File: src/rtl/prog_timer.sv
// Programmable interval timer.
// Counts prescaled ticks from 0 up to a latched period and emits a one-cycle
// trigger pulse on the terminal tick. Supports periodic (auto-reload) and
// one-shot operation, plus pause (enable low), restart (start) and abort (stop).
module prog_timer #(
    parameter int WIDTH      = 7,
    parameter int PRESCALE_W = 4
) (
    input  logic                  clock,
    input  logic                  reset,
    input  logic                  start,
    input  logic                  stop,
    input  logic                  enable,
    input  logic                  mode,
    input  logic [WIDTH-1:0]      period,
    input  logic [PRESCALE_W-1:0] prescale,
    output logic                  trigger,
    output logic [WIDTH-1:0]      timeRemaining,
    output logic                  busy,
    output logic                  done
);

    typedef enum logic [1:0] {
        IDLE = 2'd0,
        RUN  = 2'd1,
        DONE = 2'd2
    } state_t;

    state_t                  state;
    logic [WIDTH-1:0]        count;
    logic [WIDTH-1:0]        period_q;
    logic [PRESCALE_W-1:0]   prescaler;
    logic [PRESCALE_W-1:0]   prescale_q;
    logic                    mode_q;

    logic                    tick;
    logic                    terminal;

    // A tick is one enabled clock in every prescale_q+1; the terminal tick
    // is the one that finds the counter already at the latched period.
    assign tick     = (state == RUN) && enable && (prescaler == prescale_q);
    assign terminal = tick && (count == period_q);

    // Control FSM, counter, prescaler and latched configuration in one
    // registered block; priority is reset > start > stop > counting.
    // NOTE: every register here uses <= so all of them update from the same
    // pre-edge values; a blocking = would let later lines see new values.
    always_ff @(posedge clock) begin
        if (reset) begin
            state      <= IDLE;
            count      <= '0;
            prescaler  <= '0;
            period_q   <= '0;
            prescale_q <= '0;
            mode_q     <= 1'b0;
            trigger    <= 1'b0;
        end else if (start) begin
            state      <= RUN;
            count      <= '0;
            prescaler  <= '0;
            period_q   <= period;
            prescale_q <= prescale;
            mode_q     <= mode;
            trigger    <= 1'b0;
        end else if (stop) begin
            state     <= IDLE;
            count     <= '0;
            prescaler <= '0;
            trigger   <= 1'b0;
        end else begin
            case (state)
                RUN: begin
                    if (!enable) begin
                        // Paused: counter and prescaler hold.
                        trigger <= 1'b0;
                    end else if (!tick) begin
                        prescaler <= prescaler + 1'b1;
                        trigger   <= 1'b0;
                    end else if (terminal) begin
                        prescaler <= '0;
                        count     <= '0;
                        trigger   <= 1'b1;
                        if (mode_q) begin
                            state <= DONE;
                        end else begin
                            // Periodic wrap picks up the live period/prescale.
                            period_q   <= period;
                            prescale_q <= prescale;
                        end
                    end else begin
                        prescaler <= '0;
                        count     <= count + 1'b1;
                        trigger   <= 1'b0;
                    end
                end
                DONE: begin
                    count     <= '0;
                    prescaler <= '0;
                    trigger   <= 1'b0;
                end
                IDLE: begin
                    trigger <= 1'b0;
                end
                default: begin
                    state   <= IDLE;
                    count   <= '0;
                    trigger <= 1'b0;
                end
            endcase
        end
    end

    // Status decoded directly from the state and counter registers.
    assign timeRemaining = (state == RUN) ? (period_q - count) : '0;
    assign busy          = (state == RUN);
    assign done          = (state == DONE);

endmodule

File: config.mk
export PLATFORM = sky130hd
export DESIGN_NAME = prog_timer
export DESIGN_NICKNAME = d
export VERILOG_FILES = /design/src/rtl/prog_timer.sv
export SDC_FILE = /design/constraint.sdc
export NUM_CORES = 1
export LEC_CHECK = 0
export BUFFER_PORTS_ARGS = -buffer_cell sky130_fd_sc_hd__buf_2
export CORE_MARGIN = 10
export CORE_UTILIZATION = 55
export CTS_BUF_LIST = sky130_fd_sc_hd__clkbuf_8
export CTS_CLUSTER_SIZE = 8
export DETAILED_ROUTE_END_ITERATION = 16
export PLACE_DENSITY = 0.78
export SYNTH_ARGS = -nofsm -noshare
export SYNTH_HDL_FRONTEND = slang
export SYNTH_SLANG_ARGS = --single-unit
File: constraint.sdc
create_clock -name clock -period 4.8 [get_ports clock]
set_input_delay 0.72 -clock clock [delete_from_list [all_inputs] [get_ports clock]]
set_output_delay 0.72 -clock clock [all_outputs]
set_load 0.005 [all_outputs]
# After elaboration in Yosys (flattened, before gate mapping)
# Cells that the tools add are included.
dict set report word_totals {
  memories 0
  mem_bits_ro 0
  input_bits 17
  ramBits 0
  output_inout_bits 10
  reg_bits 26
  elab_cells 78
  latch_bits 0
}
dict set report classes {
  n_addsub 3
  bitwise_logic 5
  eq_ne 15
  magnitude_cmp 0
  div 0
  mul 0
  mux 30
  shift 0
  reduce_logical 17
}
# op n
set ops {}
lappend ops {{7-bit 2-to-1 mux} 11}
lappend ops {{4-bit 2-to-1 mux} 9}
lappend ops {{7-bit one-hot mux with 2 select lines} 1}
lappend ops {{4-bit by 3-bit inequality test with 1-bit output (second input constant)} 3}
lappend ops {{5-bit AND reduction} 2}
lappend ops {{2-bit nonzero test} 5}
lappend ops {{2-bit 2-to-1 mux} 4}
lappend ops {{4-bit one-hot mux with 2 select lines} 1}
lappend ops {{7-bit by 1-bit adder with 7-bit output (second input constant)} 1}
lappend ops {{7-bit equality test} 1}
lappend ops {{7-bit subtractor} 1}
lappend ops {{2-bit by 1-bit inequality test with 1-bit output (second input constant)} 3}
lappend ops {{2-bit inequality test (second input constant)} 3}
lappend ops {{6-bit AND reduction} 1}
lappend ops {{6-bit OR reduction} 1}
lappend ops {{1-bit NOT} 5}
lappend ops {{4-bit by 1-bit adder with 4-bit output (second input constant)} 1}
lappend ops {{4-bit equality test} 1}
lappend ops {{4-bit inequality test (second input constant)} 1}
lappend ops {{2-bit one-hot mux with 2 select lines} 1}
lappend ops {{1-bit logical AND} 3}
lappend ops {{1-bit 2-to-1 mux} 3}
lappend ops {{3-bit by 1-bit inequality test with 1-bit output (second input constant)} 1}
lappend ops {{3-bit AND reduction} 1}
lappend ops {{other kinds (6)} 6}

# Longest topological paths before layout
# Gate-level depths: netlist (run 1).
dict set report logic_depth {
  depth_word 10
  mapped_depth 8
  mapped_depth_nobuf 8
}

# Worst setup path after synthesis (run 1)
# No wires, ideal clock.
dict set report synth_path {
  path_kind {flip-flop to output port}
  from {register count[0]}
  to {output timeRemaining[6]}
  stages_incl_launch_ff 8
  setup_slack_ns 2.517
  required_ns 4.080
  path_buffers 0
  arrival_time_ns 1.563
  cell_sequence {dfxtp_1 > ha_1 > fa_1 > nor2b_1 > o21ai_0 > a21oi_1 > nand4_1 > o211ai_1}
}
dict set report synth_between {
  elab_chain_cells 2
}
# item line
set synth_rtl {}
lappend synth_rtl {{start, declared} 30} ;# logic [WIDTH-1:0] count;
lappend synth_rtl {{start signal, assigned} 92} ;# count <= count + 1'b1;
lappend synth_rtl {{7-bit subtractor} 114} ;# assign timeRemaining = (state == RUN) ? (period_q - count) : '0;
lappend synth_rtl {{7-bit 2-to-1 mux} 114}
lappend synth_rtl {{end, declared} 18} ;# output logic [WIDTH-1:0] timeRemaining,
# Every way passes these cells.

# Worst setup path in the final report (run 1)
dict set report layout_path {
  from {register state[1]}
  to {output timeRemaining[6]}
}
dict set report layout_between {
  elab_chain_cells 2
}
# item line
set layout_rtl {}
lappend layout_rtl {{start, declared} 29} ;# state_t state;
lappend layout_rtl {{start signal, assigned} 50} ;# state <= IDLE;
lappend layout_rtl {{start signal, assigned} 58} ;# state <= RUN;
lappend layout_rtl {{start signal, assigned} 66} ;# state <= IDLE;
lappend layout_rtl {{2-bit by 1-bit equality test with 1-bit output} 114}
lappend layout_rtl {{7-bit 2-to-1 mux} 114}
# Every way passes these cells.

==> impl_results.md, run 1 <==
* Status: finished, final reports clean
* Gr usage total at 13.5%
* Nets at 230
* Post-CTS setup buffers at 0
* RR Startpoint: state[1]
* Slew @ Worst Pin at 797 ps
* Die W at 73.6 µm
* Clock Pin Slew Worst Setup and Hold Paths at 90 ps
* Setup crit end: timeRemaining[6]
* Top FF cell, synth: dfxtp_1
* Gate power share at 14.1%
* Simple-gate share of the synthesized area at ~25%
* Htree depth at 1
* Post-route ant nets at 0
* Register area share after synthesis at 32.9%
* Main combinational cell family by area after synthesis: simple AND/OR/NAND/NOR gates
* First-pass GRT wire length at 6070 µm
* Part of the power in registers at 47.8%
* Hold buffer count at CTS at 0
* Placed Cells incl. Taps at 230
* Vias in the first global route at approximately 1400
* Routed via count at 1384
* Crit start category: flip-flop
* Worst setup startpoint: state[1]
* Synth warn at 0
* CTS Buf Count at 3
* Synth Area in Adders at 7.59%
* Reg2reg end: period_q[0]
* Total wire length at 3510 µm
* Period minus WS final at 3070 ps
* Crit path kind: reg2out
* Initial Util at 57.4%
* Largest net degree at the start of global routing at 19
* Layout Cells excl Fill at ~230
* Post-Synth XOR/XNOR Area at 3.88%
* Synth Instances at 181
* Max Cap Viol at 0
* Min-delay worst type: reg2reg
* Initial antenna violation count at 0
* Post-CTS sizing at 0
* Yosys reg bits at 26
* Setup TNS at 0 ps
* Final Max Tran Viols at 0
* Post-route clock period utilization at 64.0%
* Clk root buf: clkbuf_8
* TritonCTS clock tree: yes
* GP Congestion at 0.941
* Clk sinks at 26
* P per Cell Area at 271 nW/µm²
* Top Layer Used: met4
* CP Data Required Time at 4080 ps
* Leakage power total at 0.788 nW
* Share of cells above drive strength 1 at about a fifth
* RSZ-0062 raised after global routing: false
* Net Count, Synth at 207
* CTS Buffer Depth at 2
* WL met2 at 1760 µm
* DRC Markers at 0
* I/O Buffers at 26
* First DRT Iteration DRCs at 110
* Worst Skew at 1.23 ps
* CP arrival at ~2400 ps
* Area Overhead vs Synth at 11.6%
* Post-DP HPWL at 2730 µm
* Relative slew slack at 46.9%
* Final Hold Fails at 0
* Crit end category: primary output
* Power Total at ~480 µW
* Maximum VDD drop at ~210 µV
* DR WL/cell at 15.0 µm
* DRT met1 WL at 1560 µm
* Drt pass-1 iters at 5
* Ys async rst share at 0%
* Num rows at 19
* Fillers at 241
* Die area at 5420 µm²
* N_diodes at 0
* Syn Std Cell Area at 1580 µm²
* Post-Syn Area per Cell at 8.74 µm²
* Via/cell ratio at around 6
* Final setup viols at 0
* CP Max Fanout at 18
* Post-synthesis compound-gate area fraction at approximately 14%
* Worst-Skew Late Latency at roughly 270 ps
* Switch share at 24.1%
* Core ar. at 2760 µm²
* R2r setup slk at roughly 2400 ps
* Met3 WL post-DR at 180 µm
* Internal power at around 360 µW
* Worst R2R Path Depth at 5
* Post-synthesis mux area share at under 10%
* DIE HEIGHT at about 74 µm
* Post-synth cell types at 47
* Number of synthesized flops with an enable pin at 0
* Max Fclk at ~0.33 GHz
* IO Pins at 27
* NetSw at 115 µW
* Global route total overflow at 0
* Clock power share at 38.1%
cell type report:
class                      count  area, µm²  area share (%)
inverter                      15       56.3            3.19
clock buffer                   3       41.3            2.34
tap                           31       38.8            2.20
sequential                    26        520            29.5
clock inverter                 1       30.0            1.70
timing repair buffer          26        130            7.38
multi-input combinational    132        947            53.7
power groups by stage:
stage               Sequential, mW  Combinational [mW]  Clock [mW]
global placement             0.232              0.0638           0
floorplan                    0.231              0.0478           0
detailed placement           0.233              0.0665           0
CTS                          0.228              0.0674       0.185
global route                 0.229              0.0753       0.193
finish                       0.228              0.0674       0.182
cell usage in the layout (no fill, tap or decap), drive strengths merged, types with 2 or more instances in the layout:
cell type and instances:
a311oi 2, nor2 20, nor3 9, ha 8
dfxtp 26, o21ai 6, mux2i 13, nand2 7
nand3 3, a31oi 2, buf 26, xor2 6
nor4 6, clkbuf 3, and2 3, a21oi 6
nand2b 2, and4 5, a22oi 2, nand4 4
nor2b 4, o211ai 3, inv 15, and3 4
cells by family (layout without fill, tap and decap cells):
family,count (synthesis),in the layout
XOR/XNOR,7,7
flip-flops,26,26
AND/OR/NAND/NOR,71,71
multiplexers,14,14
adder cells (fa/ha/maj),9,9
AO/OA/AOI/OAI,31,31
buffers and inverters,23,45
cells in the mapped netlist (2+ instances only):
cell type | n | area, µm²
a21oi_1 | 6 | 30.0
a22oi_1 | 2 | 15.0
a31oi_1 | 2 | 12.5
and2_1 | 2 | 12.5
and3_1 | 3 | 18.8
and4_1 | 5 | 43.8
buf_6 | 3 | 33.8
clkbuf_1 | 3 | 11.3
dfxtp_1 | 26 | 521
ha_1 | 8 | 100
inv_1 | 15 | 56.3
mux2i_1 | 13 | 130
nand2_1 | 7 | 26.3
nand2b_1 | 2 | 12.5
nand3_1 | 3 | 15.0
nand4_1 | 4 | 25.0
nor2_1 | 20 | 75.1
nor2b_1 | 4 | 25.0
nor3_1 | 9 | 45.0
nor4_1 | 5 | 31.3
o211ai_1 | 3 | 22.5
o21ai_0 | 6 | 30.0
xor2_1 | 6 | 52.6
critical path, stage by stage, from the launching register on:
cell	delay (ps)
dfxtp_1	670
nand2b_1	450
inv_1	190
and4_1	240
a311oi_1	250
o211ai_1	140
buf_2	140
layer usage:
metal | vias up | GRT usage (%)
li1 | 701 | -
met1 | 649 | 15.8
met2 | 32 | 23.4
met3 | 2 | 2.96
met4 | 0 | 4.76
met5 | - | 0
through the flow:
| step | hold WS [ps] | cell area, µm² | util (%) | setup slack (ps) |
|---|---|---|---|---|
| floorplan | 463 | 1580 | - | 2520 |
| finish | 517 | 1760 | 64.0 | 1730 |
| global placement | 482 | 1690 | 61.4 | 2210 |
| detailed placement | 504 | 1690 | 61.4 | 2100 |
| CTS | 528 | 1760 | 64.0 | 1770 |
| global route | 546 | 1760 | 64.0 | 1540 |
sequential cells by signal, indices dropped and copies added, names as in the netlist:
name / flops
period_q: 7
state: 2
mode_q: 1
count: 7
prescaler: 4
trigger: 1
prescale_q: 4
worst min-delay path by stage:
stage	slack, ps	from	depth (start not counted)	endpoint
finish	520	period_q[2]	2	period_q[2]
global route	550	period_q[2]	2	period_q[2]
CTS	530	period_q[2]	2	period_q[2]
detailed placement	500	period_q[2]	2	period_q[2]
global placement	480	period_q[0]	2	period_q[0]
floorplan	460	period_q[0]	2	period_q[0]
No activity file was read; power rests on OpenSTA's default activity.
==> run 2, diff against run 1 <==
--- a/config.mk
+++ b/config.mk
@@ -5,6 +5,7 @@
 export SDC_FILE = /design/constraint.sdc
 export NUM_CORES = 1
 export LEC_CHECK = 0
+export ABC_AREA = 1
 export BUFFER_PORTS_ARGS = -buffer_cell sky130_fd_sc_hd__buf_2
 export CORE_MARGIN = 10
 export CORE_UTILIZATION = 55
==> constraint.sdc (replaced) <==
create_clock -name clock -period 3.14 [get_ports clock]
set_input_delay 0.471 -clock clock [delete_from_list [all_inputs] [get_ports clock]]
set_output_delay 0.471 -clock clock [all_outputs]
set_load 0.005 [all_outputs]
==> impl_results.md, run 2 <==
* DR WL/cell at 11.1 µm (-26%)
* Part of the power in registers at 46.0% (-1.8 points)
* Place WS at 916 ps (-1190 ps)
* CP Max Fanout at 4 (-14)
* First DRT Iteration DRCs at 91 (-17%)
* Share of cells above drive strength 1 at 18.5% (-0.21 points)
* Yosys reg bits at 26 (unchanged)
* Initial Util at 56.5% (-0.82 points)
* Switch share at 26.2% (+2.1 points)
* Commonest cells after routing, fill and taps aside: 63 x nand2_1, 36 x inv_1, 34 x nor2_1
* Post-Synth XOR/XNOR Area at 1.54% (-2.3 points)
* Slowest CP cell: fa_1
* Internal power at 562 µW (+55%)
* Minimum hold slack at 395 ps (-121 ps)
* Global route total overflow at 0 (unchanged)
* First-pass GRT wire length at 6260 µm (+3.1%)
* Most common cell in the netlist: nand2_1
* TritonCTS clock tree: yes
* Worst setup startpoint: count[0]
* Biggest regs: count: 7 flops, period_q: 7 flops
* Gr usage total at 13.8% (+0.30 points)
* Post-synthesis mux area share at 0% (-8.9 points)
* Post-DP HPWL at 2740 µm (+0.62%)
* Final Max Tran Viols at 0 (unchanged)
* Max Fclk at 0.390 GHz
* Initial antenna violation count at 0 (unchanged)
* P per Cell Area at 397 nW/µm² (+47%)
* Clock Pin Slew Worst Setup and Hold Paths at 100 ps (about the same)
* Post-route clock period utilization at 81.6%
* Number of synthesized flops with an enable pin at 0 (unchanged)
* Final Hold Fails at 0 (unchanged)
* CP peak stage delay at 410 ps (-260 ps)
* Design area at 1920 µm² (+8.7%)
* Min-delay worst type: in2reg
* Commonest non-fill, non-tap cell in the layout: nand2_1
* RSZ-0062 raised after global routing: false
* Via/cell ratio at 4.97 (-16%)
* Worst-Skew Late Latency at 280 ps (about the same)
* Register area share after synthesis at 30.4% (-2.5 points)
* Final setup viols at 0 (unchanged)
* Status: finished, final reports clean
* DRC Markers at 0 (unchanged)
* Placed Cells incl. Taps at 321 (+40%)
* Top FF cell, synth: dfxtp_1
* Placed cell area at 1850 µm² (+9.1%)
* Core ar. at 3030 µm² (+9.8%)
* Fillers at 297 (+23%)
* Drt pass-1 iters at 4 (-1)
* Final worst slack at 578 ps (-1150 ps)
* Vias in the first global route at 1429 (+2.0%)
* Ys async rst share at 0% (unchanged)
* Post-CTS sizing at 0 (unchanged)
* Routed via count at 1616 (+17%)
* Layout Cells excl Fill at 325 (+39%)
* Yosys top cell by area: dfxtp_1
* I/O Buffers at 26 (unchanged)
* Largest net degree at the start of global routing at 26 (+7)
* Crit end category: primary output
* CP most frequent cell: nand2_1
* Syn Std Cell Area at 1710 µm² (+8.2%)
* Commonest cells in the synthesized netlist: 63 x nand2_1, 36 x inv_1, 34 x nor2_1, 27 x a21oi_1, 26 x dfxtp_1
* Post-synthesis compound-gate area fraction at 11.1% (-3.1 points)
* DIE HEIGHT at 75.8 µm (+2.9%)
* Clk sinks at 26 (unchanged)
* Synth warn at 0 (unchanged)
* NetSw at 200 µW (+73%)
* Die W at 75.8 µm (+2.9%)
* Htree depth at 1 (unchanged)
* N_diodes at 0 (unchanged)
* Die area at 5740 µm² (+6.0%)
* Slew @ Worst Pin at 476 ps (-322 ps)
* CTS Buf Count at 3 (unchanged)
* Main combinational cell family by area after synthesis: simple AND/OR/NAND/NOR gates
* Gate power share at 16.4% (+2.3 points)
* IO Pins at 27 (unchanged)
* CP Data Required Time at 2670 ps (-1410 ps)
* Clk root buf: clkbuf_8
* Crit start category: flip-flop
* Net Count, Synth at 284 (+37%)
* CP arrival at 2090 ps (-260 ps)
* Hold buffer count at CTS at 0 (unchanged)
* Num rows at 20 (+1)
* GP Congestion at 0.833 (-11%)
* Setup TNS at 0 ps (unchanged)
* CTS Buffer Depth at 2 (unchanged)
* Maximum VDD drop at 307 µV (+48%)
* Post-CTS setup buffers at 0 (unchanged)
* Max Cap Viol at 0 (unchanged)
* Worst Skew at 6.32 ps (+5.09 ps)
* Post-synth top area share at 30.4% (-2.5 points)
* Total wire length at 3610 µm (+2.9%)
* Cell Chain, Critical Path: ha_1 > fa_1 > o21ai_0 > nand2_1 > nand2_1 > a21oi_1 > nand2_1 > nand2_1 > nor2_1 > buf_2
* Nets at 308 (+34%)
* Clock power share at 37.6% (-0.5 points)
* RR Startpoint: count[4]
* Crit path kind: reg2out
* Period minus WS final at 2560 ps
* Post-synth cell types at 24 (-49%)
* Synth area leaders: dfxtp_1 30%, nand2_1 14%, a21oi_1 7.9%, inv_1 7.9%, nor2_1 7.5%
* Area Overhead vs Synth at 12.1%
* Post-layout util at 63.3% (-0.63 points)
* Simple-gate share of the synthesized area at 38.2% (+13 points)
* Relative slew slack at 68.2% (+21 points)
* Synth Area in Adders at 7.02% (-0.58 points)
* Hold path startpoint: prescale[2]
* Leakage power total at 0.936 nW (+19%)
* Synth Instances at 258 (+43%)
* Post-route ant nets at 0 (unchanged)
* Post-Syn Area per Cell at 6.63 µm² (-24%)
* Power Total at 762 µW (+60%)
==> run 2: cell types whose count changed in the layout (fill, tap and decap cells not counted), moves of 5 or more <==
cell	change
nor2_1	+14
nand3_1	+8
a21oi_1	+21
nor3_1	-6
nor4_1	-5
inv_1	+21
and4_1	-5
nand2_1	+56
nand3_2	+10
mux2i_1	-13
==> run 2: path summary, 6_finish.rpt <==
path                       to  slack, ps  cells past startpoint
min reg2reg            mode_q        510                      2
max reg2reg       period_q[5]       1160                      9
min             prescale_q[2]        400                      3
max          timeRemaining[6]        580                     10
==> run 2: cell type report <==
type | count | area, µm² | share of cell area (%)
timing repair buffer | 26 | 130 | 6.78
sequential | 26 | 520 | 27.1
multi-input combinational | 185 | 991 | 51.7
clock buffer | 3 | 41.3 | 2.15
tap | 44 | 55.1 | 2.87
inverter | 40 | 150 | 7.83
clock inverter | 1 | 30.0 | 1.57
==> run 2: power by group through the flow <==
stage / clock network, mW / logic (mW) / registers [mW]
after detailed placement: 0 / 0.125 / 0.358
after global routing: 0.303 / 0.146 / 0.352
after floorplan: 0 / 0.0956 / 0.355
final: 0.287 / 0.125 / 0.350
after CTS: 0.290 / 0.126 / 0.350
after global placement: 0 / 0.124 / 0.357
==> run 2: per-layer routing <==
layer / wire [µm] / vias to the layer above / GRT usage (%)
met5: 0 / - / 0
met4: 53 / 0 / 5.36
met3: 203 / 5 / 3.13
met2: 1470 / 38 / 20.1
met1: 1880 / 707 / 19.1
li1: - / 866 / -
==> run 2: cells by family (layout without fill, tap and decap cells) <==
family | after synthesis | in the layout
xor gates and xnor gates | 3 | 3
DFF | 26 | 26
and+or+nand+nor | 136 | 136
buffers and inverters | 47 | 70
AOI/OAI and AO/OA | 37 | 37
adders and majority gates | 9 | 9
==> run 2: critical path, delay by kind of cell, from the launching register on <==
family | cells | cell delay (ps)
fa+ha+maj | 2 | 640
simple gates | 5 | 380
compound gates | 2 | 330
flops | 1 | 350
buf+inv | 1 | 110
